File: src/rtl/spram_arb_pkg.sv
// Shared types and helpers for the single-port RAM arbiter.
// Read tags carry a fixed-width ID so any requester count up to 16 fits.
package spram_arb_pkg;

    localparam int CNT_W    = 16;
    localparam int MAX_ID_W = 4;

    typedef struct packed {
        logic                valid;
        logic [MAX_ID_W-1:0] id;
    } rd_tag_t;

    function automatic logic [CNT_W-1:0] sat_inc(input logic [CNT_W-1:0] value, input logic en);
        return (en && (value != {CNT_W{1'b1}})) ? value + CNT_W'(1) : value;
    endfunction

endpackage

File: src/rtl/rr_arbiter.sv
// Combinational round-robin arbiter: grants the first asserted request at or after ptr,
// wrapping modulo N. Returns both a one-hot grant and the granted index.
module rr_arbiter #(
    parameter int N = 4
) (
    input  logic [N-1:0]         req,
    input  logic [$clog2(N)-1:0] ptr,
    output logic [N-1:0]         grant,
    output logic [$clog2(N)-1:0] grant_idx,
    output logic                 grant_valid
);

    localparam int IW = $clog2(N);

    logic [IW:0]   sum;
    logic [IW-1:0] idx;

    // Walk offsets from farthest to nearest so the candidate closest to ptr is written last.
    always_comb begin
        grant_valid = 1'b0;
        grant_idx   = '0;
        sum         = '0;
        idx         = '0;
        for (int k = N - 1; k >= 0; k--) begin
            sum = {1'b0, ptr} + (IW+1)'(k);
            idx = (sum >= (IW+1)'(N)) ? IW'(sum - (IW+1)'(N)) : IW'(sum);
            if (req[idx]) begin
                grant_valid = 1'b1;
                grant_idx   = idx;
            end
        end
        grant = grant_valid ? (N'(1) << grant_idx) : '0;
    end

endmodule

File: src/rtl/spram_arbiter.sv
// Round-robin sharing of one single-port RAM among N_REQ requesters, with a registered
// command stage, a fixed-latency read tag pipeline and saturating ECC event counters.
module spram_arbiter
    import spram_arb_pkg::*;
#(
    parameter int N_REQ      = 4,
    parameter int ADDR_WIDTH = 8,
    parameter int DATA_WIDTH = 8,
    parameter int RD_LATENCY = 1,
    localparam int ID_W      = $clog2(N_REQ)
) (
    input  logic                          clk,
    input  logic                          rst,
    input  logic [N_REQ-1:0]              req_valid,
    output logic [N_REQ-1:0]              req_ready,
    input  logic [N_REQ-1:0]              req_we,
    input  logic [N_REQ*ADDR_WIDTH-1:0]   req_addr,
    input  logic [N_REQ*DATA_WIDTH-1:0]   req_wdata,
    output logic                          mem_cs,
    output logic                          mem_we,
    output logic [ADDR_WIDTH-1:0]         mem_addr,
    output logic [DATA_WIDTH-1:0]         mem_wdata,
    input  logic [DATA_WIDTH-1:0]         mem_rdata,
    input  logic                          mem_ecccorr,
    input  logic                          mem_eccderr,
    output logic                          rsp_valid,
    output logic [ID_W-1:0]               rsp_id,
    output logic [DATA_WIDTH-1:0]         rsp_data,
    output logic                          rsp_ecccorr,
    output logic                          rsp_eccderr,
    output logic [CNT_W-1:0]              corr_cnt,
    output logic [CNT_W-1:0]              derr_cnt
);

    logic [N_REQ-1:0]      grant;
    logic [ID_W-1:0]       grant_idx;
    logic                  grant_valid;

    logic [ID_W-1:0]       ptr_q, ptr_d;
    logic                  mem_cs_q, mem_cs_d;
    logic                  mem_we_q, mem_we_d;
    logic [ADDR_WIDTH-1:0] mem_addr_q, mem_addr_d;
    logic [DATA_WIDTH-1:0] mem_wdata_q, mem_wdata_d;
    logic [ID_W-1:0]       mem_id_q, mem_id_d;
    rd_tag_t               tag_q [RD_LATENCY+1];
    rd_tag_t               tag_d [RD_LATENCY+1];
    logic [CNT_W-1:0]      corr_cnt_q, corr_cnt_d;
    logic [CNT_W-1:0]      derr_cnt_q, derr_cnt_d;

    rr_arbiter #(
        .N(N_REQ)
    ) u_rr (
        .req         (req_valid),
        .ptr         (ptr_q),
        .grant       (grant),
        .grant_idx   (grant_idx),
        .grant_valid (grant_valid)
    );

    assign req_ready = rst ? '0 : grant;

    always_comb begin
        ptr_d       = ptr_q;
        mem_cs_d    = grant_valid;
        mem_we_d    = mem_we_q;
        mem_addr_d  = mem_addr_q;
        mem_wdata_d = mem_wdata_q;
        mem_id_d    = mem_id_q;
        if (grant_valid) begin
            ptr_d       = (grant_idx == ID_W'(N_REQ - 1)) ? '0 : grant_idx + 1'b1;
            mem_we_d    = req_we[grant_idx];
            mem_addr_d  = req_addr[grant_idx*ADDR_WIDTH +: ADDR_WIDTH];
            mem_wdata_d = req_wdata[grant_idx*DATA_WIDTH +: DATA_WIDTH];
            mem_id_d    = grant_idx;
        end

        // The tag enters on the RAM sample edge, so its tail lines up with rd_data.
        tag_d[0] = '{valid: mem_cs_q & ~mem_we_q, id: MAX_ID_W'(mem_id_q)};
        for (int k = 1; k <= RD_LATENCY; k++) begin
            tag_d[k] = tag_q[k-1];
        end

        corr_cnt_d = sat_inc(corr_cnt_q, rsp_valid & mem_ecccorr);
        derr_cnt_d = sat_inc(derr_cnt_q, rsp_valid & mem_eccderr);
    end

    always_ff @(posedge clk or posedge rst) begin
        if (rst) begin
            ptr_q       <= '0;
            mem_cs_q    <= 1'b0;
            mem_we_q    <= 1'b0;
            mem_addr_q  <= '0;
            mem_wdata_q <= '0;
            mem_id_q    <= '0;
            for (int k = 0; k <= RD_LATENCY; k++) begin
                tag_q[k] <= '0;
            end
            corr_cnt_q  <= '0;
            derr_cnt_q  <= '0;
        end else begin
            ptr_q       <= ptr_d;
            mem_cs_q    <= mem_cs_d;
            mem_we_q    <= mem_we_d;
            mem_addr_q  <= mem_addr_d;
            mem_wdata_q <= mem_wdata_d;
            mem_id_q    <= mem_id_d;
            for (int k = 0; k <= RD_LATENCY; k++) begin
                tag_q[k] <= tag_d[k];
            end
            corr_cnt_q  <= corr_cnt_d;
            derr_cnt_q  <= derr_cnt_d;
        end
    end

    assign mem_cs      = mem_cs_q;
    assign mem_we      = mem_we_q;
    assign mem_addr    = mem_addr_q;
    assign mem_wdata   = mem_wdata_q;
    assign rsp_valid   = tag_q[RD_LATENCY].valid;
    assign rsp_id      = tag_q[RD_LATENCY].id[ID_W-1:0];
    assign rsp_data    = mem_rdata;
    assign rsp_ecccorr = mem_ecccorr;
    assign rsp_eccderr = mem_eccderr;
    assign corr_cnt    = corr_cnt_q;
    assign derr_cnt    = derr_cnt_q;

endmodule

File: config.mk
export PLATFORM = sky130hd
export DESIGN_NAME = spram_arbiter
export DESIGN_NICKNAME = d
export VERILOG_FILES = /design/src/rtl/spram_arb_pkg.sv /design/src/rtl/rr_arbiter.sv /design/src/rtl/spram_arbiter.sv
export SDC_FILE = /design/constraint.sdc
export NUM_CORES = 1
export LEC_CHECK = 0
export CORE_UTILIZATION = 42
export CTS_CLUSTER_DIAMETER = 100
export DETAILED_ROUTE_END_ITERATION = 10
export HOLD_SLACK_MARGIN = 0.02
export PLACE_DENSITY = 0.81
export SKIP_LAST_GASP = 1
export SYNTH_ARGS = -nofsm -noshare
export SYNTH_HDL_FRONTEND = slang
export SYNTH_SLANG_ARGS = --single-unit
File: constraint.sdc
create_clock -name clk -period 5.25 [get_ports clk]
set_input_delay 1.575 -clock clk [delete_from_list [all_inputs] [get_ports clk]]
set_output_delay 1.575 -clock clk [all_outputs]
set_load 0.02 [all_outputs]
==> results.cfg, run 1 <==
[worst_setup_path]
crit_type = in2out
cpPeakStageDelay_ps = 590
crit_start = req_valid[1]
worst_setup_path_start_kind = input port
timing.critical_path.mode_cell = clkdlybuf4s50_1
r2r_cells = 5
crit_cells = 7
crit_path_end_kind = primary output
reg2reg_from = ptr_q[1]
worstPathArrival_ps = 3540
path_delay_family = buffers and inverters
critical_path_buf_inv_count = 2
reg2reg_to = mem_we
critPathSlowestCell = clkdlybuf4s50_1
cp_max_fo = 5
r2r_slack_ps = 3140
setup.worst_path.end = req_ready[3]
crit_required_ps = 3680
crit_chain = clkdlybuf4s50_1, nor3b_1, a211oi_2, nor2_2, ha_1, and3_1, clkdlybuf4s50_1

[pwr]
pwr-share-comb_pct = 44.0
pwr-share-seq_pct = 33.7
power.clock.fraction_pct = 22.3
swShare_pct = 36.6
irDropWorstVdd_uv = 215
powerDensity_nw_per_um2 = 438
leakage_uw = 0.00208
p_switching_uw = 789
p_int_uw = 1370

[timing]
rsz0062_at_grt = no
worstMarginPinSlew_ps = 746
worst_slew_margin_rel_pct = 50.2
worst_slack_ps = 140
period_needed_ps = 5110
setup_violations = 0
tns_ps = 0
slew_violations = 0
hold_viol = 0
finalCritPeriodShare_pct = 97.3
max_clock_freq_ghz = 0.196
finClkSkew_ps = 5.92

[yosys]
synth_area_sq_um = 3280
ys.flop_type = dfrtp_1
synth_area_leaders = dfrtp_1 46%, a211oi_1 5.9%, mux2i_1 5.2%, nor2_1 4.6%, a211oi_2 4.2%
ys_ff_latch = 60
synth_edf_count = 0
synth_nets = 397
syn_area_per_cell_sq_um = 10.6
yosys.area.top_type_share_pct = 45.7
synthArstFlopShare_pct = 100
yosysSeqAreaShare_pct = 45.7
synth.distinct_cells = 44
syn-instance-count = 310
ys_warn_count = 0
synth_top_area_cell = dfrtp_1

[grt]
use_met1_pct = 25.4
grt_max_degree = 61
grt_usage_pct = 21.5
grt_pass1_wl_mm = 13.8
antenna_found_initial = 0
use_met3_pct = 6.14
grt_pass1_vias = 2837
gr-total-overflow = 0
met2_usage_pct = 36.9
busiest_layer = met2

[detailed_routing]
dr.pass1.iters = 4
drt-vias-per-instance = 5.29
wl_per_cell_microns = 15.4
vias = 2911
drc = 0
dr.first_iter.drc_count = 53
drt-total-wl_mm = 8.46
ant_nets = 0

[clock_tree]
cts_buffers = 9
post_cts_buffers = 0
ctsRootBufferMaster = clkbuf_8
clkTransAtPathRegs_ps = 60
h-tree-depth = 3
clock_sinks = 60
clk_path_buf_depth = 2
cts_tree = yes
worstSkewPairLatency_ps = 330

[placed_design]
finalWeightedCongestion = 0.885
dpl_cell_area_sq_um = 4680
dp_cells = 534
dp_slack_ps = -35.4
port_buffers = 134
hpwl_mm = 6.36

[final_layout]
antennaDiodeCount = 0
fin_cells = 550
area_growth_syn_to_layout_pct = 50.0
drive_above_1_share_pct = 12.0
nets = 533
stdcell_area_sq_um = 4920

[floorplanning]
dieArea_sq_um = 8170
num_rows = 31
start_util_pct = 44.3
io_pins = 151
coreArea_sq_um = 7410
die_h_microns = 90.4
die_x_microns = 90.4

[outcome]
status = completed

[worst_hold_path]
min_path_type = reg2reg

[flow_run]
maxCapViolCount = 0
[cell type report]
cell class                      instances  area, sq um
Clock buffer                           12          165
Clock inverter                          4         70.1
Fill cell                             571         2480
Inverter                                4         15.0
Sequential cell                        60         1500
Multi-Input combinational cell        223         1600
Tap cell                               99          124
Timing Repair Buffer                  148         1450
[cells by family (layout without fill, tap and decap cells)]
group / after synthesis / in the layout / synth area share, %
muxes: 20 / 20 / 6.29
AOI/OAI and AO/OA: 66 / 66 / 17.2
xor gates and xnor gates: 26 / 26 / 6.94
adders and majority gates: 3 / 3 / 1.14
and+or+nand+nor: 108 / 108 / 16.9
buffers and inverters: 27 / 168 / 5.79
DFF: 60 / 60 / 45.7
[cell usage after synthesis (all sizes together), types with 2 or more instances]
cell type  instances
nor4               4
a31oi              4
a21boi            17
ha                 3
xor2              11
a21oi              3
nand3              8
nand2b             2
nand2             23
a211oi            37
and3b              2
and3               8
nor2              40
mux2i             18
dfrtp             60
and4               3
clkbuf             5
inv                4
nand4              9
nor3               3
buf               18
mux2               2
xnor2             15
a21o               2
[power groups by stage]
| stage | logic (uW) | registers, uW | clock network [uW] |
|---|---|---|---|
| 6_report | 949 | 726 | 482 |
| 5_1_grt | 1020 | 750 | 510 |
| 4_1_cts | 954 | 726 | 490 |
| 3_5_place_dp | 952 | 731 | 0 |
| 3_3_place_gp | 934 | 724 | 0 |
| 2_1_floorplan | 440 | 845 | 0 |
[layer usage]
metal / share of wire (%) / wire length [microns]
met5: 0 / 0
met4: 2.1 / 180
met3: 7.2 / 609
met2: 50 / 4200
met1: 41 / 3470
[cells in the final DEF, fill, tap and decap left out, types with 2 or more instances in the layout]
cell type	synthesis	layout
clkinv_2	0	2
a21oi_1	2	2
mux2i_1	17	17
and3_1	8	8
nor3_1	3	3
inv_2	1	2
nand2_1	22	22
a31oi_1	4	4
and3b_1	2	2
buf_4	12	14
clkdlybuf4s50_1	0	131
clkbuf_8	0	12
a21boi_0	17	17
a211oi_1	26	25
a211oi_2	11	12
dfrtp_1	60	60
nand2b_1	2	2
dlymetal6s2s_1	0	2
xnor2_1	15	15
nor4_1	2	2
nand4_1	9	9
mux2_2	2	2
bufinv_16	0	2
ha_1	3	3
and4_1	3	3
inv_1	3	2
nand3_1	8	8
nor2_1	40	39
xor2_1	11	11
[worst min-delay path by stage]
| stage | cells past startpoint | start | endpoint | slack [ps] |
|---|---|---|---|---|
| 2_1_floorplan | 0 | tag_d[0] | rsp_id[0] | 330 |
| 3_3_place_gp | 0 | tag_d[4] | rsp_valid | 330 |
| 3_5_place_dp | 0 | tag_d[1] | rsp_id[1] | 330 |
| 4_1_cts | 0 | tag_d[1] | rsp_id[1] | 350 |
| 5_1_grt | 0 | tag_d[4] | rsp_valid | 360 |
| 6_report | 0 | tag_d[1] | rsp_id[1] | 350 |
[state kept, by name (all words and copies together), names as in the netlist]
signal and cells:
mem_addr 8, corr_cnt 16, derr_cnt 16, mem_wdata 8, mem_cs 1, tag_d 3
ptr_q 2, mem_id_q 2, rsp_valid 1, mem_we 1, rsp_id 2
[worst reg2reg max path, cell delays in order (launching register included)]
cell	delay, ps
dfrtp_1	490
and3b_1	280
a211oi_2	200
nand2_1	400
a211oi_1	530
a211oi_1	90
[stage by stage]
stage / total power, uW / utilization, % / hold WS, ps
after floorplan: 1290 / - / 331
after global placement: 1660 / 63.2 / 332
after detailed placement: 1680 / 63.2 / 335
after CTS: 2170 / 66.3 / 349
after global routing: 2280 / 66.5 / 355
final: 2160 / 66.5 / 348
[repair_timing]
| item | CTS | global route |
|---|---|---|
| hold buffers | 0 | 0 |
| resized for setup | 1 | 3 |
| setup endpoints to repair | 1 | 3 |
Note: power is estimated with default switching activity, not from simulation.
==> run 2: changes to the inputs <==
- CORE_UTILIZATION: 42 -> 40
- GPL_ROUTABILITY_DRIVEN: not set -> 0
- PLACE_DENSITY: 0.81 -> 0.78
==> results.cfg, run 2 (synthesized netlist as in run 1, its figures left out) <==
[final_layout]
area_growth_syn_to_layout_pct = 49.7
fillCellCount = 651
nets = 534
drive_above_1_share_pct = 11.9
layout_commonest_cell = clkdlybuf4s50_1
multi_input_area_sq_um = 1600
fin_util_pct = 62.6
final-seq-area_sq_um = 1500
antennaDiodeCount = 0
mostFrequentLayoutCells = 132 x clkdlybuf4s50_1, 60 x dfrtp_1, 39 x nor2_1, 25 x a211oi_1, 22 x nand2_1

[timing]
finalCritPeriodShare_pct = 98.8
worst_slew_margin_rel_pct = 49.3
worst_slack_ps = 65.4
finClkSkew_ps = 7.41
hold_ws_ps = 347
max_clock_freq_ghz = 0.193
setup_violations = 0
slew_violations = 0
worstMarginPinSlew_ps = 760
hold_viol = 0
period_needed_ps = 5180

[clock_tree]
cts_tree = yes
hold_buffers = 0
ctsRootBufferMaster = clkbuf_8
cts_buffers = 9
clkTransAtPathRegs_ps = 70
clock_sinks = 60
clk_path_buf_depth = 2
worstSkewPairLatency_ps = 330
h-tree-depth = 3

[grt]
gr-total-overflow = 0
grt_pass1_wl_mm = 13.8
antenna_found_initial = 0
grt_max_degree = 61
grt_pass1_vias = 2883
grt_usage_pct = 20.8

[detailed_routing]
drc = 0
dr.first_iter.drc_count = 42
drt-total-wl_mm = 8.32
vias = 2874
dr.pass1.iters = 4
drt-vias-per-instance = 5.19
ant_nets = 0
wl_per_cell_microns = 15.0

[placed_design]
port_buffers = 134
hpwl_mm = 6.31
dp_slack_ps = -35.0

[pwr]
irDropWorstVdd_uv = 230
powerDensity_nw_per_um2 = 435
total_power_uw = 2140
leakage_uw = 0.00206

[worst_hold_path]
min_path_type = reg2reg

[outcome]
status = completed

[floorplanning]
die_h_microns = 92.6
die_x_microns = 92.6
num_rows = 32
start_util_pct = 41.8
coreArea_sq_um = 7850
io_pins = 151
dieArea_sq_um = 8570

[worst_setup_path]
crit_required_ps = 3680
worst_setup_path_start_kind = input port
crit_path_end_kind = primary output
crit_type = in2out
cp_max_fo = 4
worstPathArrival_ps = 3610

[flow_run]
maxCapViolCount = 0
run 2: cell types whose count changed in the layout (fill, tap and decap cells not counted):
cell | before | now
buf_4 | 14 | 15
clkbuf_1 | 0 | 1
clkbuf_8 | 12 | 10
clkdlybuf4s50_1 | 131 | 132
clkinv_2 | 2 | 3
dlymetal6s2s_1 | 2 | 1
run 2: area by class of cell:
type                    count  area share (%)
well taps                 102            2.60
flip-flops and latches     60            30.6
clock inverters             5            1.53
multi-input cells         223            32.5
clock buffers              11            2.88
inverters                   4           0.306
repair buffers            149            29.6
run 2: layer usage:
| metal | up-vias | part of all wire, % | GRT usage, % |
|---|---|---|---|
| li1 | 1392 | - | - |
| met1 | 1345 | 41 | 24.5 |
| met2 | 121 | 48 | 34.5 |
| met3 | 16 | 7.9 | 6.32 |
| met4 | 0 | 2.3 | 10.0 |
| met5 | - | 0 | 0 |
run 2: final timing paths:
kind | endpoint | slack [ps] | depth (start not counted) | start
hold reg to reg | rsp_id[1] | 350 | 0 | tag_d[1]
max in group asynchronous | corr_cnt[2] | 2840 | 3 | rst
setup / recovery | req_ready[3] | 70 | 7 | req_valid[1]
setup reg to reg | mem_wdata[7] | 3070 | 5 | ptr_q[1]
min in group asynchronous | mem_wdata[1] | 1900 | 3 | rst
hold / removal | rsp_id[1] | 350 | 0 | tag_d[1]
run 2: worst max-delay path, cell delays in order:
cell,delay [ps]
clkdlybuf4s50_1,460
nor3b_1,300
a211oi_2,100
nor2_2,220
ha_1,210
and3_1,150
clkdlybuf4s50_1,590
run 2: timing repair:
| item | CTS | global route |
|---|---|---|
| buffers inserted | 0 | 1 |
| setup endpoints to repair | 1 | 2 |
| pin swaps | 0 | 1 |
| cloned | 0 | 0 |
| gates resized for setup | 1 | 2 |
run 2: through the flow:
stage                     TNS (ps)  cells  cell area, sq um
after floorplan                  0    310              3280
after global placement       -14.6    537              4680
after detailed placement     -35.0    537              4680
after CTS                        0    553              4900
after global routing         -5.42    554              4910
final                            0    554              4910
run 2: report_power, final:
part | leakage, uW | internal, uW | total (uW) | switching [uW]
clock | 0.000113 | 278 | 459 | 181
sequential | 0.000743 | 602 | 730 | 128
combinational | 0.00121 | 467 | 949 | 482
